===== config.mk =====
export PLATFORM = sky130hd
export DESIGN_NAME = fp_accum
export DESIGN_NICKNAME = d
export VERILOG_FILES = /design/src/rtl/fp_accum_pkg.sv /design/src/rtl/fp_accum_lzc.sv /design/src/rtl/fp_accum.sv
export SDC_FILE = /design/constraint.sdc
export NUM_CORES = 1
export LEC_CHECK = 0
export BUFFER_PORTS_ARGS = -buffer_cell sky130_fd_sc_hd__buf_4
export CAP_MARGIN = 20
export CORE_MARGIN = 4
export CORE_UTILIZATION = 64
export CTS_CLUSTER_DIAMETER = 200
export DETAILED_ROUTE_END_ITERATION = 10
export PLACE_DENSITY = 0.89
export SYNTH_ARGS = -nofsm -noshare
export SYNTH_HDL_FRONTEND = slang
export SYNTH_SLANG_ARGS = --single-unit

===== constraint.sdc =====
create_clock -name clk -period 8.4 [get_ports clk]
set_input_delay 0.42 -clock clk [delete_from_list [all_inputs] [get_ports clk]]
set_output_delay 0.42 -clock clk [all_outputs]
set_load 0.02 [all_outputs]

===== src/rtl/fp_accum_pkg.sv =====
// Shared definitions for the fp_accum slice: FSM state encoding, out_flag bit positions
// and exponent helpers for the {sign, expo, frac} packed format.
package fp_accum_pkg;

  typedef enum logic [2:0] {
    IDLE  = 3'd0,
    ALIGN = 3'd1,
    ADD   = 3'd2,
    NORM  = 3'd3,
    OUT   = 3'd4
  } state_t;

  localparam int FLAG_ZERO = 0;
  localparam int FLAG_SUB  = 1;
  localparam int FLAG_INF  = 2;

  function automatic int fp_bias(input int exp_w);
    return (1 << (exp_w - 1)) - 1;
  endfunction

  function automatic int fp_expo_inf(input int exp_w);
    return (1 << exp_w) - 1;
  endfunction

endpackage


===== src/rtl/fp_accum_lzc.sv =====
// fp_lzc: combinational leading-zero counter; returns W when the input is all zeros.
module fp_lzc #(
  parameter int W  = 15,
  parameter int CW = $clog2(W + 1)
) (
  input  logic [W-1:0]  din,
  output logic [CW-1:0] cnt
);

  always_comb begin
    cnt = CW'(W);
    for (int i = 0; i < W; i++) begin
      if (din[i]) cnt = CW'(W - 1 - i);
    end
  end

endmodule


===== src/rtl/fp_accum.sv =====
// Sequential FP accumulator: 4 cycles per term (ALIGN/ADD/NORM), sum held in OUT until out_ready.
// Overflow saturates to max finite when FP_ACC_SAT_EN is defined, otherwise produces inf.
module fp_accum
  import fp_accum_pkg::*;
#(
  parameter int EXP  = 5,
  parameter int FRA  = 10,
  parameter int GRD  = 3,
  parameter int CNTW = 8
) (
  input  logic                 clk,
  input  logic                 aresetn,
  input  logic                 in_valid,
  output logic                 in_ready,
  input  logic [EXP+FRA:0]     in_data,
  input  logic                 in_last,
  output logic                 out_valid,
  input  logic                 out_ready,
  output logic [EXP+FRA:0]     out_data,
  output logic [CNTW-1:0]      out_count,
  output logic [2:0]           out_flag
);

  localparam int W  = EXP + FRA + 1;
  localparam int MW = FRA + GRD + 2;
  localparam int EW = EXP + 2;
  localparam int LW = $clog2(MW + 1);
  localparam logic [EW-1:0] EXPO_INF = EW'(fp_expo_inf(EXP));
  localparam logic [MW-1:0] ONES     = '1;

  state_t            state, state_nxt;
  logic [W-1:0]      acc, term;
  logic              last, ovf;
  logic [CNTW-1:0]   count;
  logic [MW-1:0]     al_big, al_small, sum;
  logic              al_big_s, al_small_s, al_inf, al_inf_s, sum_s, sum_inf;
  logic [EW-1:0]     al_exp, sum_exp;

  function automatic logic [EW-1:0] eff_exp(input logic [W-1:0] x);
    return (x[W-2:FRA] == '0) ? EW'(1) : EW'(x[W-2:FRA]);
  endfunction

  function automatic logic [MW-1:0] mant(input logic [W-1:0] x);
    return {1'b0, x[W-2:FRA] != '0, x[FRA-1:0], {GRD{1'b0}}};
  endfunction

  // ALIGN: pick the larger-exponent operand, shift the other right with sticky LSB
  logic [EW-1:0] ea, et, diff, big_e, sh;
  logic [MW-1:0] big_m, sm, lost, sm_al;
  logic          big_s, sm_s, inf_n, inf_s_n;

  always_comb begin
    ea = eff_exp(acc);
    et = eff_exp(term);
    if (ea >= et) begin
      big_m = mant(acc);  big_s = acc[W-1];  sm = mant(term); sm_s = term[W-1];
      big_e = ea;         diff  = ea - et;
    end else begin
      big_m = mant(term); big_s = term[W-1]; sm = mant(acc);  sm_s = acc[W-1];
      big_e = et;         diff  = et - ea;
    end
    sh      = (diff > EW'(MW)) ? EW'(MW) : diff;
    lost    = sm & ~(ONES << sh);
    sm_al   = (sm >> sh) | MW'(|lost);
    inf_n   = (acc[W-2:FRA] == '1) || (term[W-2:FRA] == '1);
    inf_s_n = (acc[W-2:FRA] == '1) ? acc[W-1] : term[W-1];
  end

  logic [MW-1:0] sum_n;
  logic          sgn_n;

  always_comb begin
    if (al_big_s == al_small_s) begin
      sum_n = al_big + al_small;  sgn_n = al_big_s;
    end else if (al_big >= al_small) begin
      sum_n = al_big - al_small;  sgn_n = al_big_s;
    end else begin
      sum_n = al_small - al_big;  sgn_n = al_small_s;
    end
  end

  // NORM: put the leading one at the hidden-bit position, never below exponent 1
  logic [LW-1:0]  lz;
  logic [EW-1:0]  lsh, lim, ne, re;
  logic [MW-1:0]  nm;
  logic [FRA+1:0] r;
  logic [FRA:0]   rm;
  logic           n_ovf;
  logic [W-1:0]   res;

  fp_lzc #(.W(MW), .CW(LW)) u_lzc (.din(sum), .cnt(lz));

  always_comb begin
    lsh = EW'(lz) - EW'(1);
    lim = sum_exp - EW'(1);
    if (sum[MW-1]) begin
      nm = {1'b0, sum[MW-1:2], sum[1] | sum[0]};
      ne = sum_exp + EW'(1);
    end else begin
      if (lsh > lim) lsh = lim;
      nm = sum << lsh;
      ne = sum_exp - lsh;
    end
    r = {1'b0, nm[MW-2:GRD]} + (FRA+2)'(nm[GRD-1]);
    if (r[FRA+1]) begin
      rm = r[FRA+1:1];  re = ne + EW'(1);
    end else begin
      rm = r[FRA:0];    re = ne;
    end
    n_ovf = rm[FRA] && (re >= EXPO_INF);
    if (sum_inf)
      res = {sum_s, EXPO_INF[EXP-1:0], {FRA{1'b0}}};
    else if (n_ovf)
`ifdef FP_ACC_SAT_EN
      res = {sum_s, EXP'(EXPO_INF - EW'(1)), {FRA{1'b1}}};
`else
      res = {sum_s, EXPO_INF[EXP-1:0], {FRA{1'b0}}};
`endif
    else if (rm == '0)
      res = '0;
    else
      res = {sum_s, rm[FRA] ? re[EXP-1:0] : {EXP{1'b0}}, rm[FRA-1:0]};
  end

  always_comb begin
    state_nxt = state;
    in_ready  = 1'b0;
    out_valid = 1'b0;
    case (state)
      IDLE: begin
        in_ready = !aresetn;
        if (in_valid && in_ready) state_nxt = ALIGN;
      end
      ALIGN:   state_nxt = ADD;
      ADD:     state_nxt = NORM;
      NORM:    state_nxt = last ? OUT : IDLE;
      OUT: begin
        out_valid = 1'b1;
        if (out_ready) state_nxt = IDLE;
      end
      default: state_nxt = IDLE;
    endcase
  end

  always_ff @(posedge clk) begin
    if (aresetn) begin
      state      <= IDLE;
      acc        <= '0;
      term       <= '0;
      last       <= 1'b0;
      count      <= '0;
      ovf        <= 1'b0;
      al_big     <= '0;
      al_small   <= '0;
      al_big_s   <= 1'b0;
      al_small_s <= 1'b0;
      al_exp     <= '0;
      al_inf     <= 1'b0;
      al_inf_s   <= 1'b0;
      sum        <= '0;
      sum_s      <= 1'b0;
      sum_exp    <= '0;
      sum_inf    <= 1'b0;
    end else begin
      state <= state_nxt;
      case (state)
        IDLE: if (in_valid && in_ready) begin
          term <= in_data;
          last <= in_last;
          if (count != '1) count <= count + CNTW'(1);
        end
        ALIGN: begin
          al_big     <= big_m;
          al_small   <= sm_al;
          al_big_s   <= big_s;
          al_small_s <= sm_s;
          al_exp     <= big_e;
          al_inf     <= inf_n;
          al_inf_s   <= inf_s_n;
        end
        ADD: begin
          sum     <= sum_n;
          sum_s   <= al_inf ? al_inf_s : sgn_n;
          sum_exp <= al_exp;
          sum_inf <= al_inf;
        end
        NORM: begin
          acc <= res;
          ovf <= ovf | (n_ovf & ~sum_inf);
        end
        OUT: if (out_ready) begin
          acc   <= '0;
          count <= '0;
          ovf   <= 1'b0;
        end
        default: ;
      endcase
    end
  end

  always_comb begin
    out_data            = out_valid ? acc : '0;
    out_count           = out_valid ? count : '0;
    out_flag            = '0;
    out_flag[FLAG_ZERO] = out_valid && (acc[W-2:0] == '0);
    out_flag[FLAG_SUB]  = out_valid && (acc[W-2:FRA] == '0) && (acc[FRA-1:0] != '0);
    out_flag[FLAG_INF]  = out_valid && ((acc[W-2:FRA] == '1) || ovf);
  end

endmodule


==> flow_metrics.py, run 1 <==
metrics = {
    "run_status": {
        "run_status": "finished clean",
    },
    "sta": {
        "final-setup-viol-count": 0,
        "slew_violations": 0,
        "timing_worst_slew_pin_value_ps": 1035,
        "final-hold-violation-count": 0,
        "final.min_clock_period_ps": 7723,
        "timing.setup.tns_ps": 0,
        "finalCritPeriodShare": 0.9194,
        "fmax_ghz": 0.1295,
        "maxSlewHeadroom": 0.3073,
        "hold_slack_ps": 238.1,
        "rsz0062_at_grt": "no",
        "finClkSkew_ps": 10.81,
    },
    "route": {
        "detail_route.wl_per_cell_um": 20.18,
        "drtAntennaViolNets": 0,
        "avgViaCountPerCell": 6.735,
        "drt-initial-drc-count": 1183,
        "num_vias": 10240,
        "drt_drc_violations_left": 0,
        "routed_wl_um": 30700,
        "firstDrtPassIters": 5,
    },
    "worst_hold_path": {
        "hp-start": "in_data[3]",
        "hold-path-endpoint": "term[3]$_SDFFE_PP0P_",
        "hold_path.class": "in2reg",
        "hold_path_depth": 3,
    },
    "logic_synthesis": {
        "netlist_area_sq_mm": 0.009995,
        "synth_top_flop_cell": "sky130_fd_sc_hd__dfxtp_1",
        "postSynthCellCount": 1319,
        "syn_area_per_cell_sq_um": 7.577,
        "synthDistinctLibCells": 96,
        "synth_enable_flop_cells": 0,
        "number_of_storage_elements_in_the_synthesis_netlist": 101,
        "synth-async-reset-ratio": 0,
        "yosys_warnings": 0,
        "synth_sequential_area_ratio": 0.2023,
        "nets_in_the_synthesized_netlist": 1405,
    },
    "clocking": {
        "cts_tree": "yes",
        "ctsHtreeMaxLevel": 3,
        "cts-resized-gates": 0,
        "clockRootBuffer": "sky130_fd_sc_hd__clkbuf_16",
        "cts_made_buffers": 9,
        "cts_num_sinks": 101,
        "ctsHoldBuffers": 0,
        "postCtsSetupBuffers": 0,
        "cts.clk_slew.worst_paths_ps": 80,
        "cts-root-to-sink-buffers": 2,
        "clock_insertion_delay_worst_skew_ps": 360,
    },
    "critical_path": {
        "arrival_ps": 7970,
        "r2r-end": "acc[11]$_SDFFE_PP0P_",
        "timing_worst_setup_path_type": "reg2reg",
        "critical-path-slowest-cell": "sky130_fd_sc_hd__a2111oi_0",
        "r2r_cells": 24,
        "timing.reg2reg.setup_slack_ps": 680,
        "cpLargestDelayFamily": "compound AO/OA/AOI/OAI gates",
        "critical-path-top-cell-by-count": "sky130_fd_sc_hd__ha_1",
        "worst-path-max-fanout": 17,
        "critical_path_required_ps": 8640,
        "startpoint_of_the_worst_register_to_register_path": "sum[4]$_SDFFE_PP0P_",
        "cp_cell_sequence": "nand2b_1 -> o311ai_1 -> a221oi_1 -> or2_2 -> ha_1 -> xor2_1 -> inv_1 -> ha_1 -> a21oi_1 -> nand2_1 -> o2111a_2 -> o31ai_4 -> buf_4 -> nor2_1 -> a2111oi_0 -> buf_4 -> a22o_1 -> ha_1 -> nand4b_1 -> nor3_1 -> and4_1 -> nand2_4 -> mux2_4 -> a221o_1",
        "worst_setup_path_start_kind": "flop",
        "endpoint_kind": "flop",
        "path_buf_inv": 3,
        "critPathMaxStageDelay_ps": 700,
    },
    "finish": {
        "synthToLayoutAreaGrowth_pct": 6.936,
        "fill_cells": 1218,
        "nets": 1391,
        "layout_common_cells": "sky130_fd_sc_hd__nand2_1 (147), sky130_fd_sc_hd__nor2_1 (110), sky130_fd_sc_hd__dfxtp_1 (101), sky130_fd_sc_hd__a21oi_1 (90), sky130_fd_sc_hd__inv_1 (77)",
        "antenna_cells": 0,
        "layout_cell_share_with_drive_strength_beyond_1": 0.1237,
        "multi_input_comb_area_sq_mm": 0.007256,
        "final_common_cell": "sky130_fd_sc_hd__nand2_1",
        "final_cell_count_no_fill": 1521,
        "final-seq-area_sq_mm": 0.002022,
    },
    "floorplan": {
        "start_util": 0.6550,
        "boundaryPins": 50,
        "fp-row-count": 45,
        "design.core.area_sq_mm": 0.01526,
        "dieHeight_um": 133.0,
        "chipWidth_um": 133.0,
        "fp.dieArea_sq_mm": 0.01768,
    },
    "global_routing": {
        "number_of_antenna_violations_at_the_first_check_in_global_routing": 0,
        "largest_net_degree_at_the_start_of_global_routing": 63,
        "grt_pass1_wl_um": 49780,
        "grt_pass1_vias": 9413,
        "grt.total_usage": 0.3392,
        "gr_ovfl_total": 0,
    },
    "placed_design": {
        "hpwl_um": 22850,
        "dp.cells": 1503,
        "place_congestion": 1.058,
        "numPortBuffers": 49,
    },
    "run": {
        "max-cap-violations": 0,
    },
    "pwr": {
        "cellLeakagePower_uw": 0.004455,
        "power.density_cell_area_mw_per_mm2": 252.9,
        "power.ir.vdd_worst_mv": 0.1719,
        "total_power_uw": 2703,
    },
}
logic make-up after synthesis:
family	Yosys count	synth area share
flops	101	0.2023
fa+ha+maj	65	0.08513
mux	89	0.1032
compound gates	385	0.2777
simple gates	465	0.2271
buf+inv	178	0.07311
xor+xnor	36	0.03155
worst max-delay path by stage:
stage | to | cells after the start | from | slack [ps]
finish | acc[11]$_SDFFE_PP0P_ | 24 | sum[4]$_SDFFE_PP0P_ | 680
global route | acc[13]$_SDFFE_PP0P_ | 24 | sum[7]$_SDFFE_PP0P_ | 160
CTS | acc[11]$_SDFFE_PP0P_ | 24 | sum[4]$_SDFFE_PP0P_ | 890
detailed placement | acc[11]$_SDFFE_PP0P_ | 23 | sum[6]$_SDFFE_PP0P_ | 980
global placement | acc[11]$_SDFFE_PP0P_ | 24 | sum[4]$_SDFFE_PP0P_ | 1160
floorplan | acc[13]$_SDFFE_PP0P_ | 29 | sum[10]$_SDFFE_PP0P_ | 2090
cells in the mapped netlist (30+ instances only):
master	instances	area [sq um]
sky130_fd_sc_hd__a211oi_1	32	240.2
sky130_fd_sc_hd__clkbuf_1	71	266.5
sky130_fd_sc_hd__nor2_1	110	412.9
sky130_fd_sc_hd__nor3_1	30	150.1
sky130_fd_sc_hd__dfxtp_1	101	2022
sky130_fd_sc_hd__and3_1	39	244.0
sky130_fd_sc_hd__a21oi_1	90	450.4
sky130_fd_sc_hd__o21ai_0	67	335.3
sky130_fd_sc_hd__mux2i_1	61	610.6
sky130_fd_sc_hd__ha_1	60	750.7
sky130_fd_sc_hd__nand3_1	43	215.2
sky130_fd_sc_hd__nand2_1	147	551.8
sky130_fd_sc_hd__inv_1	77	289.0
metrics by stage:
stage          worst slack (ps)  utilization  cell area, sq um
2_1_floorplan              2093            -              9995
3_3_place_gp               1163       0.6799             10370
3_5_place_dp              980.4       0.6799             10370
4_1_cts                   892.4       0.6991             10670
5_1_grt                   155.1       0.7005             10690
6_report                  677.1       0.7005             10690
power breakdown:
group / internal, uW / switching [uW]
Sequential: 512 / 58.4
Clock: 215 / 201
Combinational: 661 / 1060
Total: 1390 / 1320
worst min-delay path, cell delays in order:
cell and delay (ps):
sky130_fd_sc_hd__buf_4 70, sky130_fd_sc_hd__nand2_1 40, sky130_fd_sc_hd__nand2_1 40
final cells by class:
| class | instances | share of cell area |
|---|---|---|
| sequential | 101 | 0.1892 |
| clock buffer | 10 | 0.02236 |
| timing repair buffer | 72 | 0.05104 |
| clock inverter | 6 | 0.005151 |
| inverter | 81 | 0.02868 |
| multi-input combinational | 1040 | 0.6789 |
| tap | 211 | 0.02470 |
registers in the layout (all words and copies together) (netlist names):
signal      count
state           3
al_exp          5
sum            15
last            1
al_inf_s        1
al_inf          1
sum_inf         1
sum_s           1
sum_exp         5
al_big         11
ovf             1
al_small       14
count           8
acc            16
al_big_s        1
term           16
al_small_s      1
per-layer routing:
layer,track usage,routed length (um),vias up,part of all wire
met4,0.1513,1305,0,0.043
met2,0.5133,13390,572,0.44
met5,0,0,-,0
met3,0.05247,2799,106,0.091
li1,-,-,4802,-
met1,0.4769,13200,4764,0.43
Note: power is estimated with default switching activity, not from simulation.
==> run 2, diff against run 1 <==
- CELL_PAD_IN_SITES_DETAIL_PLACEMENT: unset -> 0
- CELL_PAD_IN_SITES_GLOBAL_PLACEMENT: unset -> 1
- CORE_UTILIZATION: 64 -> 47
- PLACE_DENSITY: 0.89 -> 0.88
==> flow_metrics.py, run 2 (synthesis gave the netlist of run 1 again) <==
metrics = {
    "worst_hold_path": {
        "hold_path.class": "in2reg",
        "hold-path-endpoint": "term[4]$_SDFFE_PP0P_",
        "hold_path_depth": 3,
        "hp-start": "in_data[4]",
    },
    "placed_design": {
        "dp.cells": 1569,
        "hpwl_um": 23070,
        "numPortBuffers": 49,
        "place_congestion": 1.023,
    },
    "finish": {
        "nets": 1393,
        "synthToLayoutAreaGrowth_pct": 7.886,
        "layout_common_cells": "sky130_fd_sc_hd__nand2_1 (147), sky130_fd_sc_hd__nor2_1 (110), sky130_fd_sc_hd__dfxtp_1 (101), sky130_fd_sc_hd__a21oi_1 (90), sky130_fd_sc_hd__inv_1 (77)",
        "final_cell_count_no_fill": 1587,
        "layout_cell_share_with_drive_strength_beyond_1": 0.1258,
        "largestRegisters": "acc (16), term (16), sum (15)",
        "antenna_cells": 0,
        "final_common_cell": "sky130_fd_sc_hd__nand2_1",
    },
    "route": {
        "drtAntennaViolNets": 0,
        "wl_met3_um": 1874,
        "detail_route.wl_per_cell_um": 19.32,
        "firstDrtPassIters": 5,
        "drt_drc_violations_left": 0,
        "top_signal_layer_used": "met4",
        "avgViaCountPerCell": 6.271,
        "routed_wl_um": 30660,
        "route.layer.met1.wl_um": 14180,
        "num_vias": 9952,
        "met2_wirelength_um": 13690,
        "drt-initial-drc-count": 1051,
    },
    "clocking": {
        "cts_tree": "yes",
        "cts_num_sinks": 101,
        "cts_made_buffers": 9,
        "cts-root-to-sink-buffers": 2,
        "ctsHtreeMaxLevel": 3,
        "clockRootBuffer": "sky130_fd_sc_hd__clkbuf_16",
        "ctsHoldBuffers": 0,
        "clock_insertion_delay_worst_skew_ps": 360,
        "cts.clk_slew.worst_paths_ps": 80,
    },
    "global_routing": {
        "number_of_antenna_violations_at_the_first_check_in_global_routing": 0,
        "grt.total_usage": 0.2513,
        "grt_pass1_vias": 9081,
        "largest_net_degree_at_the_start_of_global_routing": 63,
        "gr_ovfl_total": 0,
        "grt_pass1_wl_um": 49540,
    },
    "critical_path": {
        "worst-path-max-fanout": 17,
        "timing.reg2reg.setup_slack_ps": 560,
        "cpLargestDelayFamily": "compound AO/OA/AOI/OAI gates",
        "worst_setup_path_start_kind": "flop",
        "critical-path-top-cell-by-count": "sky130_fd_sc_hd__a21oi_1",
        "path_buf_inv": 2,
        "startpoint_of_the_worst_register_to_register_path": "sum[4]$_SDFFE_PP0P_",
        "endpoint_kind": "flop",
        "critical-path-slowest-cell": "sky130_fd_sc_hd__dfxtp_1",
        "critical_path_required_ps": 8650,
        "r2r_cells": 27,
        "timing_worst_setup_path_type": "reg2reg",
        "critPathMaxStageDelay_ps": 640,
        "r2r-end": "acc[13]$_SDFFE_PP0P_",
        "arrival_ps": 8090,
    },
    "pwr": {
        "power.density_cell_area_mw_per_mm2": 248.9,
        "total_power_uw": 2684,
        "cellLeakagePower_uw": 0.004461,
        "power.ir.vdd_worst_mv": 0.1444,
    },
    "sta": {
        "rsz0062_at_grt": "no",
        "maxSlewHeadroom": 0.2897,
        "slew_violations": 0,
        "final.min_clock_period_ps": 7837,
        "timing_worst_slew_pin_value_ps": 1062,
        "timing.setup.tns_ps": 0,
        "final-setup-viol-count": 0,
        "fmax_ghz": 0.1276,
        "final-hold-violation-count": 0,
        "finalCritPeriodShare": 0.9329,
        "hold_slack_ps": 236.9,
        "finClkSkew_ps": 14.65,
    },
    "floorplan": {
        "fp.dieArea_sq_mm": 0.02366,
        "chipWidth_um": 153.8,
        "boundaryPins": 50,
        "fp-row-count": 53,
        "design.core.area_sq_mm": 0.02096,
        "start_util": 0.4770,
        "dieHeight_um": 153.8,
    },
    "run": {
        "max-cap-violations": 0,
    },
    "run_status": {
        "run_status": "finished clean",
    },
}
-- run 2: cell types whose count changed in the layout (fill, tap and decap cells not counted) --
cell and delta:
sky130_fd_sc_hd__inv_6 +2, sky130_fd_sc_hd__clkbuf_2 -1, sky130_fd_sc_hd__buf_8 -1, sky130_fd_sc_hd__o31ai_2 +1
sky130_fd_sc_hd__ha_2 +1, sky130_fd_sc_hd__buf_4 +3, sky130_fd_sc_hd__clkinv_4 -1, sky130_fd_sc_hd__inv_8 -1
sky130_fd_sc_hd__ha_1 -1
-- run 2: how the worst max path moves through the flow --
stage                     slack (ps)  cells after the start                   end            startpoint
final                            560                     27  acc[13]$_SDFFE_PP0P_   sum[4]$_SDFFE_PP0P_
after global routing              80                     27  acc[13]$_SDFFE_PP0P_   sum[4]$_SDFFE_PP0P_
after CTS                        460                     27  acc[14]$_SDFFE_PP0P_   sum[4]$_SDFFE_PP0P_
after detailed placement         480                     27  acc[14]$_SDFFE_PP0P_   sum[4]$_SDFFE_PP0P_
after global placement           780                     27  acc[14]$_SDFFE_PP0P_   sum[4]$_SDFFE_PP0P_
after floorplan                 2090                     29  acc[13]$_SDFFE_PP0P_  sum[10]$_SDFFE_PP0P_
-- run 2: worst min-delay path, stage by stage --
cell and delay (ps):
sky130_fd_sc_hd__buf_4 70, sky130_fd_sc_hd__nand2_1 40, sky130_fd_sc_hd__nand2_1 40
-- run 2: final cells by class --
class,count,area (sq um)
multi-input combinational,1041,7271
clock inverter,6,52.55
inverter,81,306.5
fill,2118,10170
timing repair buffer,73,548.0
clock buffer,10,239.0
tap,275,344.1
sequential,101,2022
-- run 2: metal layers --
layer / track usage / up-vias
met1: 0.3604 / 4672
met4: 0.07738 / 0
met5: 0 / -
met3: 0.03209 / 64
li1: - / 4811
met2: 0.3938 / 405
-- run 2: what timing repair did --
| action | CTS | global route |
|---|---|---|
| buffers inserted | 0 | 0 |
| setup endpoints to repair | 0 | 8 |
| gates resized for setup | 0 | 1 |
-- run 2: where the power goes --
part	internal, uW	total [uW]	switching, uW
Combinational	658	1710	1050
Clock	214	414	200
Sequential	512	564	51.5
Total	1380	2680	1300
-- run 2: through the flow --
step             util  worst slack (ps)  area (sq um)
4_1_cts        0.5135             464.7         10760
5_1_grt        0.5146             81.14         10780
2_1_floorplan       -              2093          9995
3_5_place_dp   0.4996             483.3         10470
6_report       0.5146             563.5         10780
3_3_place_gp   0.4996             779.3         10470
